## src/rtl/uart_pic_rx_ctrl_if.sv

```systemverilog
// Pixel stream handshake between uart_pic_rx_ctrl (master) and the SDRAM write FIFO (slave).
interface uart_pic_rx_ctrl_if;
  logic [15:0] pix_data;
  logic        pix_valid;
  logic        pix_ready;

  modport master (output pix_data, output pix_valid, input  pix_ready);
  modport slave  (input  pix_data, input  pix_valid, output pix_ready);
endinterface

```

## src/rtl/uart_pic_rx_ctrl.sv

```systemverilog
// uart_pic_rx_ctrl: sequences UART bytes into RGB565 pixels for the SDRAM write FIFO,
// counts pixels per frame, flags inter-byte timeouts and dropped pixels.
// Build option: define PIX_RGB888_EN to take 3 bytes (R,G,B) per pixel and pack to RGB565.
module uart_pic_rx_ctrl #(
  parameter int unsigned IMG_W       = 640,
  parameter int unsigned IMG_H       = 480,
  parameter int unsigned TIMEOUT_CYC = 500000,
  parameter int unsigned BAUD_SEL    = 4
) (
  input  logic                               clk,
  input  logic                               rst_n,
  input  logic                               start,
  input  logic                               rx_done,
  input  logic [7:0]                         rx_data,
  output logic [3:0]                         baud_set,
  uart_pic_rx_ctrl_if.master                 pix,
  output logic [$clog2(IMG_W*IMG_H+1)-1:0]   pix_cnt,
  output logic                               busy,
  output logic                               frame_done,
  output logic                               err_timeout,
  output logic                               err_ovf,
  input  logic                               err_clr
);

  localparam int unsigned NPIX  = IMG_W * IMG_H;
  localparam int unsigned CNT_W = $clog2(NPIX + 1);
  localparam int unsigned TMO_W = $clog2(TIMEOUT_CYC + 1);
  localparam logic [CNT_W-1:0] LAST_PIX = CNT_W'(NPIX - 1);
  localparam logic [TMO_W-1:0] TMO_LAST = TMO_W'(TIMEOUT_CYC - 1);

  typedef enum logic [2:0] {
    S_IDLE,
    S_B0,
    S_B1,
    S_B2,
    S_FLUSH
  } state_t;

  state_t           state_q, state_d;
  logic [7:0]       byte0_q, byte0_d;
`ifdef PIX_RGB888_EN
  logic [7:0]       byte1_q, byte1_d;
`endif
  logic [15:0]      pix_data_q, pix_data_d;
  logic             pix_valid_q, pix_valid_d;
  logic [CNT_W-1:0] pix_cnt_q, pix_cnt_d;
  logic [TMO_W-1:0] tmo_q, tmo_d;
  logic             frame_done_q, frame_done_d;
  logic             err_timeout_q, err_timeout_d;
  logic             err_ovf_q, err_ovf_d;

  logic             tmo_run;
  logic             tmo_hit;
  logic             form;
  logic [15:0]      new_pix;

  // State and datapath registers
  always_ff @(posedge clk or negedge rst_n) begin
    if (!rst_n) begin
      state_q       <= S_IDLE;
      byte0_q       <= '0;
`ifdef PIX_RGB888_EN
      byte1_q       <= '0;
`endif
      pix_data_q    <= '0;
      pix_valid_q   <= 1'b0;
      pix_cnt_q     <= '0;
      tmo_q         <= '0;
      frame_done_q  <= 1'b0;
      err_timeout_q <= 1'b0;
      err_ovf_q     <= 1'b0;
    end else begin
      state_q       <= state_d;
      byte0_q       <= byte0_d;
`ifdef PIX_RGB888_EN
      byte1_q       <= byte1_d;
`endif
      pix_data_q    <= pix_data_d;
      pix_valid_q   <= pix_valid_d;
      pix_cnt_q     <= pix_cnt_d;
      tmo_q         <= tmo_d;
      frame_done_q  <= frame_done_d;
      err_timeout_q <= err_timeout_d;
      err_ovf_q     <= err_ovf_d;
    end
  end

  // Next-state, pixel assembly, handshake, timeout and error logic
  always_comb begin
    state_d       = state_q;
    byte0_d       = byte0_q;
`ifdef PIX_RGB888_EN
    byte1_d       = byte1_q;
`endif
    pix_data_d    = pix_data_q;
    pix_valid_d   = pix_valid_q;
    pix_cnt_d     = pix_cnt_q;
    tmo_d         = '0;
    frame_done_d  = 1'b0;
    err_timeout_d = err_timeout_q;
    err_ovf_d     = err_ovf_q;
    form          = 1'b0;
    new_pix       = '0;
    tmo_hit       = 1'b0;

    if (pix_valid_q && pix.pix_ready) begin
      pix_valid_d = 1'b0;
    end

    // Clear first so that an error event in the same cycle still sets the flag
    if (err_clr) begin
      err_timeout_d = 1'b0;
      err_ovf_d     = 1'b0;
    end

    // Timeout only arms once a frame has received data; waiting for the first byte is unbounded
`ifdef PIX_RGB888_EN
    tmo_run = ((state_q == S_B0) && (pix_cnt_q != '0)) || (state_q == S_B1) || (state_q == S_B2);
`else
    tmo_run = ((state_q == S_B0) && (pix_cnt_q != '0)) || (state_q == S_B1);
`endif
    if (tmo_run && !rx_done) begin
      if (tmo_q == TMO_LAST) begin
        tmo_hit = 1'b1;
      end else begin
        tmo_d = tmo_q + TMO_W'(1);
      end
    end

    unique case (state_q)
      S_IDLE: begin
        if (start) begin
          state_d   = S_B0;
          pix_cnt_d = '0;
        end
      end
      S_B0: begin
        if (rx_done) begin
          byte0_d = rx_data;
          state_d = S_B1;
        end
      end
      S_B1: begin
        if (rx_done) begin
`ifdef PIX_RGB888_EN
          byte1_d = rx_data;
          state_d = S_B2;
`else
          form    = 1'b1;
          new_pix = {byte0_q, rx_data};
`endif
        end
      end
      S_B2: begin
`ifdef PIX_RGB888_EN
        if (rx_done) begin
          form    = 1'b1;
          new_pix = {byte0_q[7:3], byte1_q[7:2], rx_data[7:3]};
        end
`else
        state_d = S_IDLE;
`endif
      end
      S_FLUSH: begin
        // Finishing on the handshake cycle itself puts frame_done right after the final transfer
        if (!pix_valid_q || pix.pix_ready) begin
          frame_done_d = 1'b1;
          state_d      = S_IDLE;
        end
      end
      default: state_d = S_IDLE;
    endcase

    // A dropped pixel still counts so the frame stays aligned to the byte stream
    if (form) begin
      pix_cnt_d = pix_cnt_q + CNT_W'(1);
      state_d   = (pix_cnt_q == LAST_PIX) ? S_FLUSH : S_B0;
      if (pix_valid_q && !pix.pix_ready) begin
        err_ovf_d = 1'b1;
      end else begin
        pix_data_d  = new_pix;
        pix_valid_d = 1'b1;
      end
    end

    if (tmo_hit) begin
      err_timeout_d = 1'b1;
      state_d       = S_IDLE;
    end
  end

  assign baud_set      = 4'(BAUD_SEL);
  assign pix.pix_data  = pix_data_q;
  assign pix.pix_valid = pix_valid_q;
  assign pix_cnt       = pix_cnt_q;
  assign busy          = (state_q != S_IDLE);
  assign frame_done    = frame_done_q;
  assign err_timeout   = err_timeout_q;
  assign err_ovf       = err_ovf_q;

endmodule

```

## src/flat_wrapper.sv

```systemverilog
// flat-port wrapper written by rule: the top's interface ports become plain ports
module uart_pic_rx_ctrl_flat 
#(
  parameter int unsigned IMG_W       = 640,
  parameter int unsigned IMG_H       = 480,
  parameter int unsigned TIMEOUT_CYC = 500000,
  parameter int unsigned BAUD_SEL    = 4
)
  (clk, rst_n, start, rx_done, rx_data, baud_set, pix_cnt, busy, frame_done, err_timeout, err_ovf, err_clr, pix_pix_data, pix_pix_valid, pix_pix_ready);
  uart_pic_rx_ctrl_if pix_i ();
  input  logic clk;
  input  logic rst_n;
  input  logic start;
  input  logic rx_done;
  input  logic [7:0] rx_data;
  output logic [3:0] baud_set;
  output logic [$clog2(IMG_W*IMG_H+1)-1:0] pix_cnt;
  output logic busy;
  output logic frame_done;
  output logic err_timeout;
  output logic err_ovf;
  input  logic err_clr;
  output wire logic [$bits(pix_i.pix_data)-1:0] pix_pix_data;
  output wire logic [$bits(pix_i.pix_valid)-1:0] pix_pix_valid;
  input wire logic [$bits(pix_i.pix_ready)-1:0] pix_pix_ready;
  assign pix_pix_data = pix_i.pix_data;
  assign pix_pix_valid = pix_i.pix_valid;
  assign pix_i.pix_ready = pix_pix_ready;
  uart_pic_rx_ctrl #(.IMG_W(IMG_W), .IMG_H(IMG_H), .TIMEOUT_CYC(TIMEOUT_CYC), .BAUD_SEL(BAUD_SEL)) u_core (.clk(clk), .rst_n(rst_n), .start(start), .rx_done(rx_done), .rx_data(rx_data), .baud_set(baud_set), .pix(pix_i), .pix_cnt(pix_cnt), .busy(busy), .frame_done(frame_done), .err_timeout(err_timeout), .err_ovf(err_ovf), .err_clr(err_clr));
endmodule
```

## config.mk

```make
export PLATFORM = sky130hd
export DESIGN_NAME = uart_pic_rx_ctrl_flat
export DESIGN_NICKNAME = d
export VERILOG_FILES = /design/src/rtl/uart_pic_rx_ctrl_if.sv /design/src/rtl/uart_pic_rx_ctrl.sv /design/src/flat_wrapper.sv
export SDC_FILE = /design/constraint.sdc
export NUM_CORES = 1
export LEC_CHECK = 0
export BUFFER_PORTS_ARGS = -buffer_cell sky130_fd_sc_hd__buf_2
export CAP_MARGIN = 15
export CORE_UTILIZATION = 52
export CTS_BUF_LIST = sky130_fd_sc_hd__clkbuf_8
export DETAILED_ROUTE_END_ITERATION = 16
export PLACE_DENSITY_LB_ADDON = 0.1
export SLEW_MARGIN = 20
export SYNTH_ARGS = -nofsm -noshare
export SYNTH_HDL_FRONTEND = slang
export SYNTH_SLANG_ARGS = --single-unit
```

## constraint.sdc

```tcl
create_clock -name clk -period 2 [get_ports clk]
set_clock_uncertainty 0.15 [all_clocks]
set_input_delay 0.2 -clock clk [delete_from_list [all_inputs] [get_ports clk]]
set_output_delay 0.2 -clock clk [all_outputs]
set_load 0.1 [all_outputs]
```

==> out/qor.txt <==
==================================================================================
Nature of the critical path endpoint                                     flip-flop
Number of flops mapped to enable cells by yosys                                  0
Site Rows                                                                       28
Sequential cell area                                                   0.00179 mm²
CTS tree                                                                       yes
Cell area after synthesis                                              0.00337 mm²
Unrepaired setup endpoints after global routing                                yes
Die height                                                                 82.5 µm
Count of H-tree levels built during CTS                                          3
Core Footprint                                                         0.00610 mm²
Endpoint of the worst register-to-register path                       u_core.tmo_q[16]$_DFF_PN0_
Total grt overflow                                                               0
Combinational Power Share                                                    0.478
Cell internal power dissipation                                            2810 µW
Iteration-0 DRC Markers                                                        148
Post-synthesis sequential element count                                         69
Clock insertion delay at the later pin of the skew report                   340 ps
Antenna violation net count after detailed routing                               0
Number of synthesis warnings                                                     0
Number of library cell types mapped by synthesis                                50
Largest net degree at the start of global routing                               70
Total inserted antenna cells                                                     0
Combined global-route utilization of all metal layers                        0.240
Pwr Density                                                            1300 mW/mm²
Number of antenna violations at the first check in global routing                0
Global-route wire length before repair                                    12100 µm
Part of the Yosys area used for sequential elements                          0.512
Num ports                                                                       58
Final routed wirelength across all metal layers                            7380 µm
Clock root buffer master                                              sky130_fd_sc_hd__clkbuf_8
Mapped Avg Cell Area                                                      10.7 µm²
Clk pwr share                                                                0.186
Switching power of the nets                                                2820 µW
R2R Setup Slk                                                                50 ps
Area growth from synthesis to layout                                         28.1%
Crit path time final                                                       1950 ps
Path depth of the worst reg2reg path                                             5
Area of combinational cells with multiple inputs                       0.00164 mm²
Worst setup path category                                             flip-flop to flip-flop
Setup ws final                                                             47.0 ps
Class of the tightest hold or removal check                           input pin to flip-flop
Max Fanout on Critical Path                                                      5
Max Fclk                                                                   512 MHz
Commonest cells after routing, fill and taps aside                    sky130_fd_sc_hd__buf_2, sky130_fd_sc_hd__dfrtp_1, sky130_fd_sc_hd__mux2_2
DRC violation count after routing                                                0
CP required                                                                2110 ps
Port Buf Inserts                                                                53
VDD IR max                                                                 1580 µV
Max_cap viols                                                                    0
Final nets                                                                     418
Die outline area                                                       0.00681 mm²
Die width                                                                  82.5 µm
Number of hold violations in the final report                                    0
Vias in the first global route                                                2535
Number of clock sinks seen by CTS                                               69
Post-route setup TNS                                                          0 ps
Share of final-layout standard cells stronger than drive strength 1          0.419
Vias after detailed routing                                                   2763
Leak pwr                                                                0.00182 µW
Count of TritonRoute iterations in the first routing pass                        4
Crit path launch type                                                    flip-flop
Max-slew violation count                                                         0
Clock transition at path regs                                                80 ps
Destination of the critical timing path                               u_core.tmo_q[16]$_DFF_PN0_
Most common library cell in the layout ignoring fill and taps         sky130_fd_sc_hd__buf_2
Fill cell total of the finished layout                                         444
Share of the cycle needed by the critical path after routing                 0.976
Initial Utilization                                                          0.553
Arr. time, crit path                                                       2070 ps
Count of final setup violators                                                   0
Worst slack after detailed placement                                       25.0 ps
Number of instances in the synthesized netlist                                 314
First element of the critical path                                    u_core.tmo_q[0]$_DFF_PN0_
Final weighted congestion in routability-driven placement                    0.841
Share of synthesized registers carrying an async set or reset                 1.00
Clock Tree Buf Depth                                                             2
Average routed wire per standard cell                                      15.3 µm
Prevailing post-synth register cell                                   sky130_fd_sc_hd__dfrtp_1
Post-detailed-route via-to-cell ratio                                         5.74
Critical R2R Launch                                                   u_core.tmo_q[0]$_DFF_PN0_
Switching part of the total                                                  0.501
Number of buffers created by CTS                                                 9
Post-DP HPWL                                                               5100 µm
Seq pwr share                                                                0.336
Run status                                                            complete, no violations
==================================================================================
==> metrics by stage <==
step | power, µW | hold WS (ps) | area (µm²) | utilization | std cells
4_1_cts | 5670 | 61.9 | 4270 | 0.701 | 480
3_5_place_dp | 4600 | 99.8 | 3990 | 0.655 | 454
6_report | 5630 | 71.7 | 4320 | 0.708 | 481
5_1_grt | 5880 | 90.6 | 4320 | 0.708 | 481
2_1_floorplan | 4100 | -246 | 3530 | - | 316
3_3_place_gp | 4560 | 98.3 | 3990 | 0.655 | 454
==> area by class of cell <==
cell class	instances	area share
clock buffer	9	0.0287
multi-input combinational	222	0.379
tap	75	0.0217
timing repair buffer	89	0.136
clock inverter	7	0.0130
sequential	69	0.414
inverter	10	0.00869
==> flip-flops by register name (all words and copies together), names as in the netlist <==
register              cells
u_core.byte0_q            8
u_core.err_ovf            1
u_core.err_timeout        1
u_core.frame_done         1
u_core.pix.pix_data      16
u_core.pix.pix_valid      1
u_core.pix_cnt           19
u_core.state_q            3
u_core.tmo_q             19
==> power groups by stage <==
| stage | Clock [µW] | Combinational (µW) | Sequential [µW] |
|---|---|---|---|
| global route | 1130 | 2810 | 1930 |
| floorplan | 0 | 866 | 3230 |
| detailed placement | 0 | 2680 | 1920 |
| finish | 1050 | 2690 | 1890 |
| CTS | 1080 | 2700 | 1890 |
| global placement | 0 | 2650 | 1900 |
==> worst min-delay path by stage <==
stage	from	end	slack, ps	depth (start not counted)
after floorplan	rst_n	u_core.byte0_q[0]$_DFFE_PN0P_	-250	0
after global placement	rst_n	u_core.tmo_q[12]$_DFF_PN0_	100	2
after detailed placement	rst_n	u_core.tmo_q[12]$_DFF_PN0_	100	2
after CTS	pix_pix_ready	u_core.pix.pix_valid$_DFF_PN0_	60	3
after global routing	pix_pix_ready	u_core.err_ovf$_DFF_PN0_	90	3
final	pix_pix_ready	u_core.pix.pix_valid$_DFF_PN0_	70	3
==> cells in the mapped netlist, drive strengths merged, types with 2 or more instances <==
| library cell | instances | area (µm²) |
|---|---|---|
| ha | 3 | 37.5 |
| or4b | 2 | 20.0 |
| nand3 | 18 | 90.1 |
| o31ai | 8 | 65.1 |
| a21oi | 10 | 50.1 |
| a211oi | 4 | 30.0 |
| nor3 | 17 | 85.1 |
| nor4b | 2 | 23.8 |
| nor4 | 12 | 75.1 |
| a41o | 2 | 20.0 |
| nor2 | 21 | 78.8 |
| clkbuf | 4 | 15.0 |
| buf | 11 | 90.1 |
| xor2 | 4 | 35.0 |
| nand2 | 19 | 71.3 |
| a31oi | 3 | 18.8 |
| conb | 2 | 7.51 |
| and3 | 4 | 26.3 |
| or3 | 7 | 55.1 |
| dfrtp | 69 | 1730 |
| xnor2 | 16 | 140 |
| and4 | 4 | 36.3 |
| o21ai | 8 | 40.0 |
| mux2 | 25 | 282 |
| nand4 | 9 | 56.3 |
| inv | 10 | 37.5 |
| or4 | 6 | 45.0 |
==> what timing repair did <==
action                     CTS  global route
hold endpoints to repair    86             0
resized for setup            0             8
buffers inserted             0             1
hold buffers                10             0
setup endpoints to repair    0            10
==> per-layer routing <==
| layer | global-route usage | share of wire | vias to the layer above |
|---|---|---|---|
| li1 | - | - | 1327 |
| met1 | 0.339 | 0.46 | 1332 |
| met2 | 0.350 | 0.45 | 97 |
| met3 | 0.0692 | 0.074 | 7 |
| met4 | 0.0845 | 0.010 | 0 |
| met5 | 0 | 0 | - |
==> worst max-delay path: stages, from the launching register on <==
cell and delay (ps):
sky130_fd_sc_hd__dfrtp_1 360, sky130_fd_sc_hd__ha_2 190, sky130_fd_sc_hd__nand4_1 90, sky130_fd_sc_hd__or3_4 420, sky130_fd_sc_hd__or4b_4 490, sky130_fd_sc_hd__a211oi_2 180
==> cells by family after synthesis <==
group	Yosys count	share of synthesized area
xor gates and xnor gates	20	0.0519
DFF	69	0.512
other	2	0.00223
buffers and inverters	25	0.0423
and+or+nand+nor	127	0.210
adders and majority gates	3	0.0111
muxes	26	0.0865
AOI/OAI and AO/OA	42	0.0835
No activity file was read; power rests on OpenSTA's default activity.
